===== src/rtl/fifo_wr_ptr_full.sv =====
// Write-side pointer, full/almost-full and fill-level logic for an asynchronous FIFO.
// The read pointer arrives in Gray code and is resynchronised here through two flops.
module fifo_wr_ptr_full #(
   parameter int DEPTH     = 4,
   parameter int AF_MARGIN = 2
) (
   input  logic             i_WR_clk,
   input  logic             i_WR_rst_n,
   input  logic             i_WR_En,
   input  logic [DEPTH:0]   i_RD_Ptr_Gray,
   input  logic             i_Ovf_Clr,
   output logic [DEPTH-1:0] o_WR_Addr,
   output logic [DEPTH:0]   o_WR_Ptr_Gray,
   output logic             o_Full,
   output logic             o_Almost_Full,
   output logic [DEPTH:0]   o_WR_Count,
   output logic             o_Overflow
);

   localparam int            PW       = DEPTH + 1;
   localparam logic [PW-1:0] AF_LEVEL = PW'((2 ** DEPTH) - AF_MARGIN);

   function automatic logic [PW-1:0] gray2bin(input logic [PW-1:0] g);
      logic [PW-1:0] b;
      b[PW-1] = g[PW-1];
      for (int i = PW - 2; i >= 0; i--) begin
         b[i] = b[i+1] ^ g[i];
      end
      return b;
   endfunction

   logic [PW-1:0] r_rq1;
   logic [PW-1:0] r_rq2;
   logic [PW-1:0] r_wbin;

   logic          w_wr_acc;
   logic [PW-1:0] w_wbin_next;
   logic [PW-1:0] w_gray_next;
   logic [PW-1:0] w_rbin;
   logic [PW-1:0] w_full_cmp;
   logic [PW-1:0] w_count_next;
   logic          w_full_next;
   logic          w_af_next;

   // Stage boundary: read pointer crosses into the write clock domain.
   always_ff @(posedge i_WR_clk or negedge i_WR_rst_n) begin
      if (!i_WR_rst_n) begin
         r_rq1 <= '0;
         r_rq2 <= '0;
      end else begin
         r_rq1 <= i_RD_Ptr_Gray;
         r_rq2 <= r_rq1;
      end
   end

   assign w_wr_acc     = i_WR_En & ~o_Full;
   assign w_wbin_next  = r_wbin + PW'(w_wr_acc);
   assign w_gray_next  = (w_wbin_next >> 1) ^ w_wbin_next;
   assign w_rbin       = gray2bin(r_rq2);
   // Full when the write pointer has lapped the read pointer by exactly one turn.
   assign w_full_cmp   = {~r_rq2[PW-1:PW-2], r_rq2[PW-3:0]};
   assign w_full_next  = (w_gray_next == w_full_cmp);
   assign w_count_next = w_wbin_next - w_rbin;
   assign w_af_next    = (w_count_next >= AF_LEVEL);

   // Stage boundary: pointer and status registers.
   always_ff @(posedge i_WR_clk or negedge i_WR_rst_n) begin
      if (!i_WR_rst_n) begin
         r_wbin        <= '0;
         o_WR_Ptr_Gray <= '0;
         o_Full        <= 1'b0;
         o_Almost_Full <= 1'b0;
         o_WR_Count    <= '0;
         o_Overflow    <= 1'b0;
      end else begin
         r_wbin        <= w_wbin_next;
         o_WR_Ptr_Gray <= w_gray_next;
         o_Full        <= w_full_next;
         o_Almost_Full <= w_af_next;
         o_WR_Count    <= w_count_next;
         if (i_WR_En && o_Full) begin
            o_Overflow <= 1'b1;
         end else if (i_Ovf_Clr) begin
            o_Overflow <= 1'b0;
         end
      end
   end

   assign o_WR_Addr = r_wbin[DEPTH-1:0];

endmodule

===== config.mk =====
export PLATFORM = sky130hd
export DESIGN_NAME = fifo_wr_ptr_full
export DESIGN_NICKNAME = d
export VERILOG_FILES = /design/src/rtl/fifo_wr_ptr_full.sv
export SDC_FILE = /design/constraint.sdc
export NUM_CORES = 1
export LEC_CHECK = 0
export ABC_AREA = 1
export BUFFER_PORTS_ARGS = -buffer_cell sky130_fd_sc_hd__clkbuf_2
export CORE_MARGIN = 4
export CORE_UTILIZATION = 40
export CTS_BUF_LIST = sky130_fd_sc_hd__clkbuf_8
export CTS_CLUSTER_SIZE = 28
export DETAILED_ROUTE_END_ITERATION = 6
export PLACE_DENSITY_LB_ADDON = 0.12
export SETUP_SLACK_MARGIN = 0.1
export SYNTH_ARGS = -nofsm -noshare
export SYNTH_HDL_FRONTEND = slang
export SYNTH_SLANG_ARGS = --single-unit

===== constraint.sdc =====
create_clock -name i_WR_clk -period 3.9 [get_ports i_WR_clk]
set_clock_uncertainty 0.05 [all_clocks]
set_input_delay 0.78 -clock i_WR_clk [delete_from_list [all_inputs] [get_ports i_WR_clk]]
set_output_delay 0.78 -clock i_WR_clk [all_outputs]
set_load 0.01 [all_outputs]

==> results of run 1 <==
-- through the flow --
stage | util, % | hold WS [ns] | cells | total power, uW | cell area (um^2)
after floorplan | - | 0.281 | 137 | 873 | 1270
after global placement | 47.1 | 0.283 | 205 | 1030 | 1440
after detailed placement | 47.1 | 0.285 | 205 | 1040 | 1440
after CTS | 48.6 | 0.307 | 209 | 1200 | 1480
after global routing | 48.6 | 0.317 | 209 | 1310 | 1480
final | 48.6 | 0.305 | 209 | 1180 | 1480
-- sequential cells by signal, indices dropped and copies added (netlist names) --
register and cells:
o_WR_Ptr_Gray 5, r_rq2 5, o_Overflow 1, r_wbin 4, r_rq1 5, o_Full 1, o_WR_Count 5, o_Almost_Full 1
-- cell usage in the layout, fill, tap and decap left out, types with 2 or more instances in the layout --
| cell | count |
|---|---|
| xnor2_1 | 2 |
| nand2_2 | 7 |
| clkbuf_8 | 3 |
| ha_1 | 6 |
| o21ai_0 | 3 |
| nand3_1 | 22 |
| nand2_1 | 33 |
| inv_1 | 18 |
| nor2_1 | 5 |
| inv_2 | 2 |
| xor2_1 | 2 |
| dfrtp_1 | 27 |
| clkbuf_2 | 25 |
-- area by class of cell --
type                    count  area, um^2  area share, %
multi-input cells          90         510           34.4
well taps                  44        55.1           3.71
flip-flops and latches     27         676           45.6
repair buffers             25         125           8.44
clock inverters             1        3.75          0.253
inverters                  19        71.3           4.81
clock buffers               3        41.3           2.78
-- power groups by stage --
stage | clock [uW] | sequential (uW) | combinational, uW
floorplan | 0 | 467 | 405
global placement | 0 | 435 | 596
detailed placement | 0 | 436 | 603
CTS | 163 | 431 | 608
global route | 176 | 444 | 694
finish | 157 | 430 | 598
-- worst reg2reg max path, cell delays in order, from the launching register on --
cell	delay, ns
dfrtp_1	0.41
xnor2_1	0.30
or2_1	0.20
nand2_2	0.08
nand2_1	0.08
nand3_1	0.07
nand2_1	0.06
inv_1	0.04
ha_1	0.19
fa_1	0.42
nor2_1	0.12
o21a_1	0.11
nor2_1	0.04
xor2_1	0.17
nand2_1	0.06
-- per-layer routing --
layer	vias to the layer above	global-route usage [%]	part of all wire (%)
met5	-	0	0
met4	0	5.28	2.4
met3	8	2.99	7.1
met2	35	20.0	46
met1	434	15.3	45
li1	487	-	-
-- cell families after synthesis --
logic type      count (synthesis)  share of synthesized area [%]
xor+xnor                        4                           2.76
flops                          27                           53.3
simple gates                   73                           27.1
compound gates                  6                           2.86
buf+inv                        20                           6.51
fa+ha+maj                       7                           7.49
-- path summary, 6_finish.rpt --
kind | from | end | slack (ns) | cells after the start
min in group asynchronous | i_WR_rst_n | o_Overflow | 0.46 | 1
setup / recovery | r_rq2[4] | o_Almost_Full | 1.39 | 14
hold reg to reg | r_rq1[2] | r_rq2[2] | 0.30 | 0
max in group asynchronous | i_WR_rst_n | r_rq2[0] | 2.93 | 1
hold / removal | r_rq1[2] | r_rq2[2] | 0.30 | 0
setup reg to reg | r_rq2[4] | o_Almost_Full | 1.39 | 14
==> impl_metrics.yaml, run 1 <==
critical_path:
  slowest_delay_ns: 0.42
  crit_buf_inv: 1
  crit_family: "simple AND/OR/NAND/NOR gates"
  crit_type: "reg2reg"
  arrival_ns: 2.63
  critPathLaunchType: "register"
  cp_data_required_time_ns: 4.01
  worstPathCellList: "xnor2_1 -> or2_1 -> nand2_2 -> nand2_1 -> nand3_1 -> nand2_1 -> inv_1 -> ha_1 -> fa_1 -> nor2_1 -> o21a_1 -> nor2_1 -> xor2_1 -> nand2_1"
  critPathSlowestCell: "fa_1"
  worst_setup_path_end_kind: "register"
  cp_common_cell: "nand2_1"
  path_max_fanout: 3
sta:
  slew_headroom_pct: 57.4
  period_share_pct: 64.5
  setup-tns-final_ns: 0
  period_minus_slack_ns: 2.51
  setup_violations: 0
  drv_slew: 0
  tightest_slew_ns: 0.639
  fmax_mhz: 398
  hold_violations: 0
  setup_ws_ns: 1.39
  rsz0062_at_grt: "false"
logic_synthesis:
  yosysMostFrequentCell: "nand2_1"
  netlist-cell-type-count: 22
  yosysWarnings: 0
  async_flop_share_pct: 100
  yosys.area.top_type: "dfrtp_1"
  avgSynthCellArea_um2: 9.26
  synth_seq_cells: 27
  synth_top_area_share_pct: 53.3
  synth_ff_type: "dfrtp_1"
  ys_top_cells_by_count: "nand2_1 (33), dfrtp_1 (27), nand3_1 (22)"
  synth_nets: 153
  yosysSeqAreaShare_pct: 53.3
  synth_area_um2: 1270
  synth_edf_count: 0
  synth_cells: 137
  yosys-top-cells-area: "dfrtp_1 (53%), nand2_1 (9.8%), nand3_1 (8.7%)"
grt:
  globalRoute.totalOverflow: 0
  antenna_found_initial: 0
  grt_pass1_wl_mm: 4.02
  grt_pass1_vias: 953
  track_usage_pct: 12.2
  grt_max_degree: 28
clocking:
  cts_root_buf: "clkbuf_8"
  insertion_delay_ns: 0.27
  h-tree-depth: 1
  path_clk_slew_ns: 0.09
  cts_tree: "yes"
  cts_buffers: 3
  ctsResizeCount: 0
  cts_sinks: 27
  cts.path.max_buffers: 2
  cts_setup_buffers: 0
  hold_buffers: 0
route:
  ant_nets: 0
  dr.pass1.iters: 4
  drt_iter0_drc: 33
  drc: 0
  wire_per_inst_um: 10.3
  avgViaCountPerCell: 4.61
  wl_mm: 2.16
  num_vias: 964
power:
  p_sw_uw: 513
  seqPwrFrac_pct: 36.3
  switching_share_pct: 43.3
  powerDensity_nw_per_um2: 799
  power.share.clock_pct: 13.2
  peakVddDrop_mv: 0.233
  comb_power_share_pct: 50.5
  p_leak_uw: 0.000807
  p_int_uw: 671
status:
  status: "finished, final reports clean"
worst_hold_path:
  hold_class: "reg2reg"
place:
  dp_hpwl_mm: 1.67
  post-place-ws_ns: 1.16
  place.gp.congestion: 0.847
  portBuffers: 25
die:
  fp.coreArea_um2: 3050
  io_pins: 26
  die_area_um2: 4140
  die_w_um: 64.3
  die_y_um: 64.3
  start_util_pct: 41.6
  row_count: 20
final_layout:
  nFillCells: 315
  diodes: 0
  num-nets-final: 182
  layout-drive-gt1-share_pct: 24.8
  area_delta_synth_final_pct: 16.9
run:
  cap_violations: 0
Power figures use the tool's default switching activity.
==> inputs of run 2 (changes only) <==
--- a/config.mk
+++ b/config.mk
@@ -5,7 +5,7 @@
 export SDC_FILE = /design/constraint.sdc
 export NUM_CORES = 1
 export LEC_CHECK = 0
-export ABC_AREA = 1
+export ABC_AREA = 0
 export BUFFER_PORTS_ARGS = -buffer_cell sky130_fd_sc_hd__clkbuf_2
 export CORE_MARGIN = 4
 export CORE_UTILIZATION = 40
==> constraint.sdc (replaced) <==
create_clock -name i_WR_clk -period 2.35 [get_ports i_WR_clk]
set_clock_uncertainty 0.05 [all_clocks]
set_input_delay 0.47 -clock i_WR_clk [delete_from_list [all_inputs] [get_ports i_WR_clk]]
set_output_delay 0.47 -clock i_WR_clk [all_outputs]
set_load 0.01 [all_outputs]
==> impl_metrics.yaml, run 2 <==
status:
  status: "finished, violations left"
  failed_checks: "negative setup slack"
grt:
  grt_max_degree: 28
  grt_pass1_vias: 891
  grt_pass1_wl_mm: 3.97
  antenna_found_initial: 0
  track_usage_pct: 12.7
  globalRoute.totalOverflow: 0
logic_synthesis:
  yosysWarnings: 0
  yosys.area.top_type: "dfrtp_1"
  synth_top_area_share_pct: 54.4
  synth_ff_type: "dfrtp_1"
  avgSynthCellArea_um2: 13.3
  synth_edf_count: 0
  synth_nets: 109
  yosys-top-cells-area: "dfrtp_1 (54%), xnor2_1 (8.5%), ha_1 (6.0%)"
  synth_area_um2: 1240
  async_flop_share_pct: 100
  netlist-cell-type-count: 30
  yosysMostFrequentCell: "dfrtp_1"
  synth_seq_cells: 27
  synth_cells: 93
  yosysSeqAreaShare_pct: 54.4
  ys_top_cells_by_count: "dfrtp_1 (27), xnor2_1 (12), inv_1 (9)"
die:
  start_util_pct: 43.5
  row_count: 19
  fp.coreArea_um2: 2850
  die_area_um2: 4060
  die_y_um: 63.7
  io_pins: 26
  die_w_um: 63.7
route:
  drt_iter0_drc: 18
  drc: 0
  avgViaCountPerCell: 4.81
  wire_per_inst_um: 13.1
  wl_mm: 2.26
  num_vias: 828
  dr.pass1.iters: 3
  ant_nets: 0
critical_path:
  worstPathCellList: "xnor2_2 -> xor2_2 -> xor2_2 -> xnor2_1 -> ha_2 -> fa_2 -> nand2b_4 -> a21boi_2 -> or3_1 -> o311ai_1"
  slowest_delay_ns: 0.41
  arrival_ns: 2.47
  critPathLaunchType: "register"
  cp_common_cell: "xor2_2"
  crit_family: "XOR/XNOR gates"
  path_max_fanout: 2
  worst_setup_path_end_kind: "register"
  cp_data_required_time_ns: 2.45
  critPathSlowestCell: "dfrtp_1"
  crit_type: "reg2reg"
  crit_buf_inv: 0
power:
  switching_share_pct: 37.4
  total_power_uw: 2740
  p_int_uw: 1720
  powerDensity_nw_per_um2: 1620
  p_sw_uw: 1020
  seqPwrFrac_pct: 28.2
  peakVddDrop_mv: 0.793
  power.share.clock_pct: 9.5
  p_leak_uw: 0.000827
  comb_power_share_pct: 62.2
clocking:
  cts.path.max_buffers: 2
  h-tree-depth: 1
  hold_buffers: 0
  cts_buffers: 3
  cts_tree: "yes"
  insertion_delay_ns: 0.27
  cts_root_buf: "clkbuf_8"
  path_clk_slew_ns: 0.09
  cts_sinks: 27
place:
  post-place-ws_ns: -0.175
  portBuffers: 25
  place.gp.congestion: 0.750
  dp_hpwl_mm: 1.68
sta:
  slew_headroom_pct: 57.0
  hold_violations: 0
  period_minus_slack_ns: 2.38
  fmax_mhz: 420
  setup_ws_ns: -0.0284
  whs_ns: 0.151
  rsz0062_at_grt: "true"
  setup_violations: 1
  drv_slew: 0
  tightest_slew_ns: 0.644
  period_share_pct: 101
final_layout:
  area_delta_synth_final_pct: 36.1
  final_common_cell: "dfrtp_1"
  num-nets-final: 158
  nFillCells: 246
  mostFrequentLayoutCells: "dfrtp_1 (27), clkbuf_2 (25), buf_4 (20)"
  multi_input_area_um2: 608
  area.sequential_um2: 676
  layout-drive-gt1-share_pct: 51.1
  diodes: 0
worst_hold_path:
  hold_class: "in2async"
run:
  cap_violations: 0
-- run 2: changes by cell type in the layout (fill, tap and decap cells not counted), sizes merged, moves of 2 or more --
cell,before,now
nand3,23,1
buf,0,21
nor2b,0,3
nand2,41,4
xor2,2,5
inv,20,9
xnor2,2,14
a21boi,0,2
nor2,6,1
-- run 2: cell families (layout without fill, tap and decap cells) --
logic type / after synthesis / in the layout / share of synthesized area, %
xor gates and xnor gates: 21 / 21 / 18.4
and+or+nand+nor: 17 / 17 / 8.57
DFF: 27 / 27 / 54.4
AOI/OAI and AO/OA: 10 / 10 / 6.05
buffers and inverters: 11 / 59 / 4.84
adders and majority gates: 7 / 7 / 7.66
-- run 2: power groups by stage --
stage               Clock, uW  Combinational (uW)  Sequential [uW]
floorplan                   0                 921              806
global placement            0                1510              767
detailed placement          0                1530              775
CTS                       277                1600              766
global route              304                1890              803
finish                    261                1700              773
-- run 2: timing repair --
| item | in CTS | in global routing |
|---|---|---|
| setup buffers | 2 | 2 |
| pin swaps | 6 | 2 |
| endpoints found under the setup margin | 4 | 6 |
| resized for setup | 4 | 11 |
| cloned | 0 | 0 |
-- run 2: stage by stage --
step | cells | instance area (um^2) | utilization, % | setup TNS, ns
global route | 172 | 1690 | 59.2 | -0.267
floorplan | 93 | 1270 | - | -0.0132
global placement | 165 | 1540 | 54.0 | -0.252
CTS | 171 | 1620 | 56.8 | -0.0386
finish | 172 | 1690 | 59.2 | -0.0284
detailed placement | 165 | 1540 | 54.0 | -0.350
-- run 2: worst register-to-register path, cell delays in order, from the launching register on --
cell      delay [ns]
dfrtp_1         0.41
xnor2_2         0.24
xor2_2          0.22
xor2_2          0.19
xnor2_1         0.09
ha_2            0.20
fa_2            0.35
nand2b_4        0.15
a21boi_2        0.13
or3_1           0.14
o311ai_1        0.09
-- run 2: worst paths after layout --
kind	depth (start not counted)	from	endpoint	slack [ns]
worst max-delay path	10	r_rq2[3]	o_Almost_Full	-0.03
worst min-delay path	1	i_WR_rst_n	o_WR_Count[2]	0.15
worst max register to register	10	r_rq2[3]	o_Almost_Full	-0.03
worst min register to register	0	r_rq1[1]	r_rq2[1]	0.31
max in group asynchronous	1	i_WR_rst_n	r_rq1[2]	1.68
min in group i_WR_clk	1	i_RD_Ptr_Gray[0]	r_rq1[0]	0.24
-- run 2: area by class of cell --
cell class,count,share of cell area (%)
Clock buffer,3,2.44
Multi-Input combinational cell,55,36.0
Inverter,9,2.00
Sequential cell,27,40.0
Clock inverter,1,0.296
Tap cell,31,2.30
Timing Repair Buffer,46,17.0
-- run 2: metal layers --
layer	vias to the layer above	share of wire, %	global-route usage (%)
li1	395	-	-
met1	410	45	15.0
met2	19	50	21.6
met3	4	3.7	3.37
met4	0	2.0	5.66
met5	-	0	0
==> inputs of run 3 (changes only) <==
==> constraint.sdc (replaced) <==
create_clock -name i_WR_clk -period 2.5 [get_ports i_WR_clk]
set_clock_uncertainty 0.05 [all_clocks]
set_input_delay 0.5 -clock i_WR_clk [delete_from_list [all_inputs] [get_ports i_WR_clk]]
set_output_delay 0.5 -clock i_WR_clk [all_outputs]
set_load 0.01 [all_outputs]
==> impl_metrics.yaml, run 3 (synthesized netlist as in run 2, its figures left out) <==
status:
  status: "finished, final reports clean"
clocking:
  h-tree-depth: 1
  cts_buffers: 3
  cts_root_buf: "clkbuf_8"
  cts.path.max_buffers: 2
  insertion_delay_ns: 0.27
  path_clk_slew_ns: 0.10
  hold_buffers: 0
  cts_sinks: 27
  cts_tree: "yes"
critical_path:
  critPathLaunchType: "register"
  worst_setup_path_end_kind: "register"
  path_max_fanout: 2
  arrival_ns: 2.54
  crit_type: "reg2reg"
  slowest_delay_ns: 0.42
  worstPathCellList: "xnor2_2 -> xor2_2 -> xor2_2 -> xnor2_1 -> ha_2 -> fa_2 -> nand2b_4 -> a21boi_2 -> or3_4 -> o311ai_2"
  cp_common_cell: "xor2_2"
  cp_data_required_time_ns: 2.58
  critPathSlowestCell: "dfrtp_1"
power:
  power.share.clock_pct: 10.6
  p_int_uw: 1470
  powerDensity_nw_per_um2: 1480
  switching_share_pct: 38.6
  comb_power_share_pct: 59.1
  p_leak_uw: 0.000790
  seqPwrFrac_pct: 30.3
  total_power_uw: 2390
  p_sw_uw: 924
  peakVddDrop_mv: 0.679
grt:
  track_usage_pct: 11.3
  antenna_found_initial: 0
  globalRoute.totalOverflow: 0
  grt_pass1_wl_mm: 3.63
  grt_max_degree: 28
  grt_pass1_vias: 823
final_layout:
  num-nets-final: 152
  layout-drive-gt1-share_pct: 45.9
  fin_area_um2: 1620
  area_delta_synth_final_pct: 30.1
  diodes: 0
  final_common_cell: "dfrtp_1"
  mostFrequentLayoutCells: "dfrtp_1 (27), clkbuf_2 (25), buf_4 (15)"
  utilization_pct: 56.6
  nFillCells: 264
die:
  row_count: 19
  fp.coreArea_um2: 2850
  die_w_um: 63.7
  die_area_um2: 4060
  io_pins: 26
  die_y_um: 63.7
  start_util_pct: 43.5
sta:
  setup_violations: 0
  slew_headroom_pct: 57.0
  hold_violations: 0
  period_minus_slack_ns: 2.46
  drv_slew: 0
  rsz0062_at_grt: "true"
  setup_ws_ns: 0.0409
  fmax_mhz: 407
  period_share_pct: 98.4
  tightest_slew_ns: 0.645
place:
  post-place-ws_ns: -0.0252
  placed_area_um2: 1490
  dp_hpwl_mm: 1.67
  portBuffers: 25
  place.gp.congestion: 0.708
route:
  num_vias: 790
  wl_mm: 2.16
  drt_iter0_drc: 1
  drc: 0
  wire_per_inst_um: 13.0
  dr.pass1.iters: 2
  avgViaCountPerCell: 4.76
  ant_nets: 0
worst_hold_path:
  hold_class: "in2async"
run:
  cap_violations: 0
## run 3: routing by layer
layer  global-route usage (%)  vias to the layer above  wire, um
met3                     3.73                        2        90
met5                        0                        -         0
met1                     14.1                      382       914
met2                     19.2                       19      1130
li1                         -                      387         -
met4                     2.43                        0        16
## run 3: what timing repair did
item	4_1_cts	5_1_grt
gates cloned	0	0
resized for setup	3	8
setup endpoints to repair	2	3
buffers inserted	3	0
pin swaps	5	5
## run 3: critical path, delay by kind of cell (launching register included)
kind	cells	cell delay (ns)
compound gates	2	0.24
xor+xnor	4	0.75
simple gates	2	0.30
fa+ha+maj	2	0.56
flops	1	0.42
## run 3: cell type report
type                    count  area [um^2]  share of cell area [%]
clock buffers               3         41.3                    2.56
clock inverters             1         8.76                   0.542
inverters                   9         33.8                    2.09
multi-input cells          55          579                    35.9
flip-flops and latches     27          676                    41.8
well taps                  31         38.8                    2.40
repair buffers             40          238                    14.7
## run 3: final timing paths
| kind | slack, ns | endpoint | cells past startpoint | startpoint |
|---|---|---|---|---|
| min in group i_WR_clk | 0.28 | r_rq1[2] | 1 | i_RD_Ptr_Gray[2] |
| worst max register to register | 0.04 | o_Almost_Full | 10 | r_rq2[3] |
| worst min-delay path | 0.18 | o_WR_Count[2] | 1 | i_WR_rst_n |
| max in group asynchronous | 1.80 | o_WR_Ptr_Gray[3] | 1 | i_WR_rst_n |
| worst max-delay path | 0.04 | o_Almost_Full | 10 | r_rq2[3] |
| worst min register to register | 0.31 | r_rq2[0] | 0 | r_rq1[0] |
## run 3: metrics by stage
| step | instances | setup TNS [ns] | hold WS (ns) |
|---|---|---|---|
| final | 166 | 0 | 0.185 |
| after global routing | 166 | -0.137 | 0.239 |
| after CTS | 166 | 0 | 0.204 |
| after detailed placement | 159 | -0.0252 | 0.286 |
| after global placement | 159 | 0 | 0.284 |
| after floorplan | 93 | 0 | 0.154 |
## run 3: power groups by stage
| stage | Clock, uW | Combinational [uW] | Sequential, uW |
|---|---|---|---|
| 2_1_floorplan | 0 | 851 | 757 |
| 4_1_cts | 263 | 1330 | 725 |
| 5_1_grt | 285 | 1580 | 744 |
| 6_report | 253 | 1420 | 724 |
| 3_3_place_gp | 0 | 1270 | 722 |
| 3_5_place_dp | 0 | 1280 | 734 |
